<file path="src/rtl/lc3b_types.sv">
// Shared types for the physical-memory arbiter.
// Optional round-robin arbitration is enabled with the PMEM_ARB_RR_EN macro.
package lc3b_types;

  localparam int PMEM_ADDR_W = 16;
  localparam int PMEM_LINE_W = 128;

  typedef logic [PMEM_ADDR_W-1:0] lc3b_pmem_addr;
  typedef logic [PMEM_LINE_W-1:0] lc3b_cache_line;

  typedef enum logic [1:0] {
    IDLE,
    GRANT_I,
    GRANT_D
  } pmem_arb_state_t;

  typedef enum logic {
    SRC_I = 1'b0,
    SRC_D = 1'b1
  } pmem_arb_src_t;

endpackage

</file>
<file path="src/rtl/pmem_req_mux.sv">
// Picks the request fields that the arbiter latches for the client being granted.
module pmem_req_mux #(
  parameter int ADDR_W = 16,
  parameter int LINE_W = 128
) (
  input  logic              sel_d,
  input  logic [ADDR_W-1:0] i_addr,
  input  logic              d_rd,
  input  logic              d_wr,
  input  logic [ADDR_W-1:0] d_addr,
  input  logic [LINE_W-1:0] d_wdata,
  output logic              rd,
  output logic              wr,
  output logic [ADDR_W-1:0] addr,
  output logic [LINE_W-1:0] wdata
);

  always_comb begin
    if (sel_d) begin
      // Read and write together is illegal from dcache; the write-back wins.
      wr    = d_wr;
      rd    = d_rd & ~d_wr;
      addr  = d_addr;
      wdata = d_wdata;
    end else begin
      wr    = 1'b0;
      rd    = 1'b1;
      addr  = i_addr;
      wdata = '0;
    end
  end

endmodule

</file>
<file path="src/rtl/pmem_arbiter.sv">
// Shares one physical-memory port between icache and dcache, one line transfer at a time.
// Define PMEM_ARB_RR_EN for round-robin on ties; otherwise dcache has fixed priority.
module pmem_arbiter
  import lc3b_types::*;
#(
  parameter int ADDR_W = PMEM_ADDR_W,
  parameter int LINE_W = PMEM_LINE_W
) (
  input  logic              clk,
  input  logic              reset,
  input  logic              i_pmem_read,
  input  logic [ADDR_W-1:0] i_pmem_address,
  output logic              i_pmem_resp,
  output logic [LINE_W-1:0] i_pmem_rdata,
  input  logic              d_pmem_read,
  input  logic              d_pmem_write,
  input  logic [ADDR_W-1:0] d_pmem_address,
  input  logic [LINE_W-1:0] d_pmem_wdata,
  output logic              d_pmem_resp,
  output logic [LINE_W-1:0] d_pmem_rdata,
  output logic              pmem_read,
  output logic              pmem_write,
  output logic [ADDR_W-1:0] pmem_address,
  output logic [LINE_W-1:0] pmem_wdata,
  input  logic              pmem_resp,
  input  logic [LINE_W-1:0] pmem_rdata
);

  pmem_arb_state_t   state_q, state_d;
  logic              rd_q, rd_d, wr_q, wr_d;
  logic [ADDR_W-1:0] addr_q, addr_d;
  logic [LINE_W-1:0] wdata_q, wdata_d;

  logic              d_req, sel_d;
  logic              mux_rd, mux_wr;
  logic [ADDR_W-1:0] mux_addr;
  logic [LINE_W-1:0] mux_wdata;
  logic              xfer_done;

  assign d_req = d_pmem_read | d_pmem_write;

`ifdef PMEM_ARB_RR_EN
  pmem_arb_src_t last_grant_q, last_grant_d;
  // On a tie, serve whichever client was not granted last time.
  assign sel_d = d_req & (~i_pmem_read | (last_grant_q == SRC_I));
`else
  assign sel_d = d_req;
`endif

  pmem_req_mux #(
    .ADDR_W(ADDR_W),
    .LINE_W(LINE_W)
  ) u_req_mux (
    .sel_d  (sel_d),
    .i_addr (i_pmem_address),
    .d_rd   (d_pmem_read),
    .d_wr   (d_pmem_write),
    .d_addr (d_pmem_address),
    .d_wdata(d_pmem_wdata),
    .rd     (mux_rd),
    .wr     (mux_wr),
    .addr   (mux_addr),
    .wdata  (mux_wdata)
  );

  always_comb begin
    // NOTE: every signal gets a hold-value default first so no latch is inferred.
    state_d = state_q;
    rd_d    = rd_q;
    wr_d    = wr_q;
    addr_d  = addr_q;
    wdata_d = wdata_q;
`ifdef PMEM_ARB_RR_EN
    last_grant_d = last_grant_q;
`endif
    unique case (state_q)
      IDLE: begin
        if (d_req | i_pmem_read) begin
          state_d = sel_d ? GRANT_D : GRANT_I;
          rd_d    = mux_rd;
          wr_d    = mux_wr;
          addr_d  = mux_addr;
          wdata_d = mux_wdata;
`ifdef PMEM_ARB_RR_EN
          last_grant_d = sel_d ? SRC_D : SRC_I;
`endif
        end
      end
      GRANT_I, GRANT_D: begin
        if (pmem_resp) begin
          state_d = IDLE;
          rd_d    = 1'b0;
          wr_d    = 1'b0;
        end
      end
      default: state_d = IDLE;
    endcase
  end

  // NOTE: the data registers are reset too, so pmem_address/pmem_wdata read zero after reset.
  always_ff @(posedge clk) begin
    if (reset) begin
      // NOTE: sequential state always uses non-blocking assignment.
      state_q <= IDLE;
      rd_q    <= 1'b0;
      wr_q    <= 1'b0;
      addr_q  <= '0;
      wdata_q <= '0;
`ifdef PMEM_ARB_RR_EN
      last_grant_q <= SRC_I;
`endif
    end else begin
      state_q <= state_d;
      rd_q    <= rd_d;
      wr_q    <= wr_d;
      addr_q  <= addr_d;
      wdata_q <= wdata_d;
`ifdef PMEM_ARB_RR_EN
      last_grant_q <= last_grant_d;
`endif
    end
  end

  // A completion arriving while reset is held belongs to an abandoned transfer.
  assign xfer_done    = pmem_resp & ~reset;
  assign i_pmem_resp  = (state_q == GRANT_I) & xfer_done;
  assign d_pmem_resp  = (state_q == GRANT_D) & xfer_done;
  assign i_pmem_rdata = (state_q == GRANT_I) ? pmem_rdata : '0;
  assign d_pmem_rdata = (state_q == GRANT_D) ? pmem_rdata : '0;

  assign pmem_read    = rd_q;
  assign pmem_write   = wr_q;
  assign pmem_address = addr_q;
  assign pmem_wdata   = wdata_q;

endmodule

</file>
<file path="config.mk">
export PLATFORM = sky130hd
export DESIGN_NAME = pmem_arbiter
export DESIGN_NICKNAME = d
export VERILOG_FILES = /design/src/rtl/lc3b_types.sv /design/src/rtl/pmem_req_mux.sv /design/src/rtl/pmem_arbiter.sv
export SDC_FILE = /design/constraint.sdc
export NUM_CORES = 1
export LEC_CHECK = 0
export ABC_CLOCK_PERIOD_IN_PS = 2400
export CORE_AREA = 2 2 268 270
export DETAILED_ROUTE_END_ITERATION = 8
export DIE_AREA = 0 0 270 272
export PLACE_DENSITY = 0.4
export SLEW_MARGIN = 15
export SYNTH_ARGS = -nofsm -noshare
export SYNTH_HDL_FRONTEND = slang
export SYNTH_SLANG_ARGS = --single-unit
</file>
<file path="constraint.sdc">
create_clock -name clk -period 2.4 [get_ports clk]
set_clock_uncertainty 0.15 [all_clocks]
set_input_delay 0.48 -clock clk [delete_from_list [all_inputs] [get_ports clk]]
set_output_delay 0.48 -clock clk [all_outputs]
set_load 0.02 [all_outputs]
</file>
==> results.toml <==
[status]
outcome = "finished, violations left"
violations = "negative setup slack"

[global_route]
overflow = 0
antenna_found_initial = 21
grt_pass1_vias = 8498
grt_max_degree = 33
grt.total_usage_pct = 13.5
grt_pass1_wl_um = 69400

[clock_tree]
cts-root-buf = "clkbuf_16"
cts_tree = "built"
numCtsBuffers = 17
clkTransAtPathRegs_ns = 0.07
clkSinkCount = 148
clock_path_buffers = 2
htree_levels = 4
clk_latency_ns = 0.46

[logic_synthesis]
yosysSeqAreaShare_pct = 44.7
netlist.area_leader.share_pct = 44.7
synth_warnings = 0
synth-seq-cells = 148
syn_area_per_cell_um2 = 9.60
synth_top_area_cell = "dfxtp_1"
synth_area_leaders = "dfxtp_1 (45%), and2_1 (24%), a22o_1 (17%)"
syn_inst = 691
synth_nets = 988
synth_cell_types = 27
synth_area_um2 = 6630

[sta]
finalSetupTns_ns = -0.149
hold_slack_ns = 0.323
setup_viol = 9
fin_crit_ns = 2.43
slew_viol_final = 0
hold_viol = 0
worst_slack_ns = -0.0278
relSlewSlack_pct = 64.1
fmax_ghz = 0.412
period_share_pct = 101
worst_pin_slew_ns = 0.537
grt_setup_unrepaired = "true"

[worst_setup_path]
required_ns = 1.77
end_kind = "output pin"
cp_max_fo = 6
start_kind = "register"
critical_path_arrival_ns = 1.80
worstSetupPathType = "reg -> out"

[detailed_routing]
drtAntennaViolNets = 0
vias_per_cell = 3.44
routed_wl_um = 52100
dr.pass1.iters = 4
first_iter_violations = 306
dr_total_vias = 8183
routedWlPerCell_um = 21.9
drc_errors = 0

[final_layout]
final_area_um2 = 16100
final_layout_size_suffix_gt1_share_pct = 33.1
final_cell_mix = "clkdlybuf4s50_1 (438), and2_1 (158), dfxtp_1 (146)"
layout_commonest_cell = "clkdlybuf4s50_1"
fin_cells = 2380
nNetsFinal = 1709
fin_util_pct = 22.7
synthToLayoutAreaGrowth_pct = 142

[floorplanning]
die_area_um2 = 73400
die_h_um = 272
core_area_um2 = 70800
fp-row-count = 98
ios = 698
start_util_pct = 9.37
floorplan.die.width_um = 270

[place]
portBuffers = 697
dpl_worst_slack_ns = -0.176
dpl-instance-area_um2 = 15000
dp_cells = 2318
gp_congestion = 0.924
dpl.hpwl_um = 41300

[power_and_ir_drop]
peakVddDrop_v = 0.000598
leakage_nw = 6.73
power_mw = 10.1
power.density_nw_per_um2 = 629

[job]
maxCapViolations = 0

[hold_path]
hp-class = "reg -> reg"
==> final cells by class <==
type | count | area [um^2]
Inverter | 3 | 16.3
Antenna cell | 5 | 12.5
Multi-Input combinational cell | 473 | 3550
Timing Repair Buffer | 769 | 7710
Fill cell | 7812 | 54700
Tap cell | 950 | 1190
Clock inverter | 15 | 199
Sequential cell | 148 | 2970
Clock buffer | 17 | 425
==> kinds of logic (layout without fill, tap and decap cells) <==
logic type                 count (synthesis)  in the layout  share of synthesized area [%]
and+or+nand+nor                          301            301                           27.5
AOI/OAI and AO/OA                        168            168                           21.1
DFF                                      148            148                           44.7
buffers and inverters                     70            804                           5.96
adders and majority gates                  3              3                          0.566
muxes                                      1              1                          0.151
other                                      0              5                              0
==> worst max-delay path: stages (launching register included) <==
cell	delay [ns]
dfxtp_4	0.38
inv_4	0.04
ha_4	0.18
buf_12	0.16
buf_8	0.14
clkbuf_16	0.16
and2_4	0.15
buf_6	0.12
==> Yosys cell counts <==
| cell | number |
|---|---|
| nor3_1 | 1 |
| and2_1 | 256 |
| nor2_1 | 17 |
| nor2b_1 | 2 |
| inv_1 | 3 |
| buf_8 | 1 |
| buf_4 | 1 |
| or4_1 | 1 |
| a311oi_1 | 16 |
| nor3b_2 | 1 |
| a21oi_1 | 3 |
| nand2b_1 | 2 |
| clkbuf_1 | 36 |
| and3b_1 | 2 |
| nor2_4 | 2 |
| dfxtp_1 | 148 |
| o2bb2ai_1 | 1 |
| buf_6 | 13 |
| buf_2 | 16 |
| o21ai_0 | 18 |
| nand2_1 | 16 |
| o41ai_1 | 1 |
| o31a_4 | 1 |
| mux2i_1 | 1 |
| ha_1 | 3 |
| a22o_1 | 128 |
| nor4b_1 | 1 |
==> power breakdown <==
part | internal [mW] | switching, mW
combinational | 2.25 | 2.04
sequential | 2.75 | 0.175
clock | 1.43 | 1.45
==> worst paths after layout <==
check | start | cells past startpoint | slack (ns) | end
worst max-delay path | state_q[0] | 7 | -0.03 | d_pmem_rdata[62]
worst min-delay path | pmem_wdata[47] | 1 | 0.32 | pmem_wdata[47]
worst max register to register | state_q[0] | 7 | 0.43 | pmem_read
worst min register to register | pmem_wdata[47] | 1 | 0.32 | pmem_wdata[47]
==> routing by layer <==
metal / vias to the layer above / GRT usage, % / routed length, um / share of wire, %
met5: - / 0.578 / 133 / 0.26
met2: 438 / 23.9 / 26100 / 50
met4: 10 / 4.94 / 1600 / 3.1
met1: 3820 / 14.6 / 20400 / 39
li1: 3835 / - / - / -
met3: 80 / 5.15 / 3880 / 7.4
==> sequential cells by signal (all words and copies together) (netlist names) <==
| name | flops |
|---|---|
| pmem_read | 1 |
| pmem_address | 16 |
| pmem_write | 1 |
| pmem_wdata | 128 |
| state_q | 2 |
==> what timing repair did <==
action | CTS | global route
setup endpoints to repair | 248 | 197
cloned | 11 | 5
pin swaps | 15 | 17
setup buffers | 12 | 3
hold buffers | 0 | 0
gates resized for setup | 944 | 272
(Power assumes the default switching activity.)
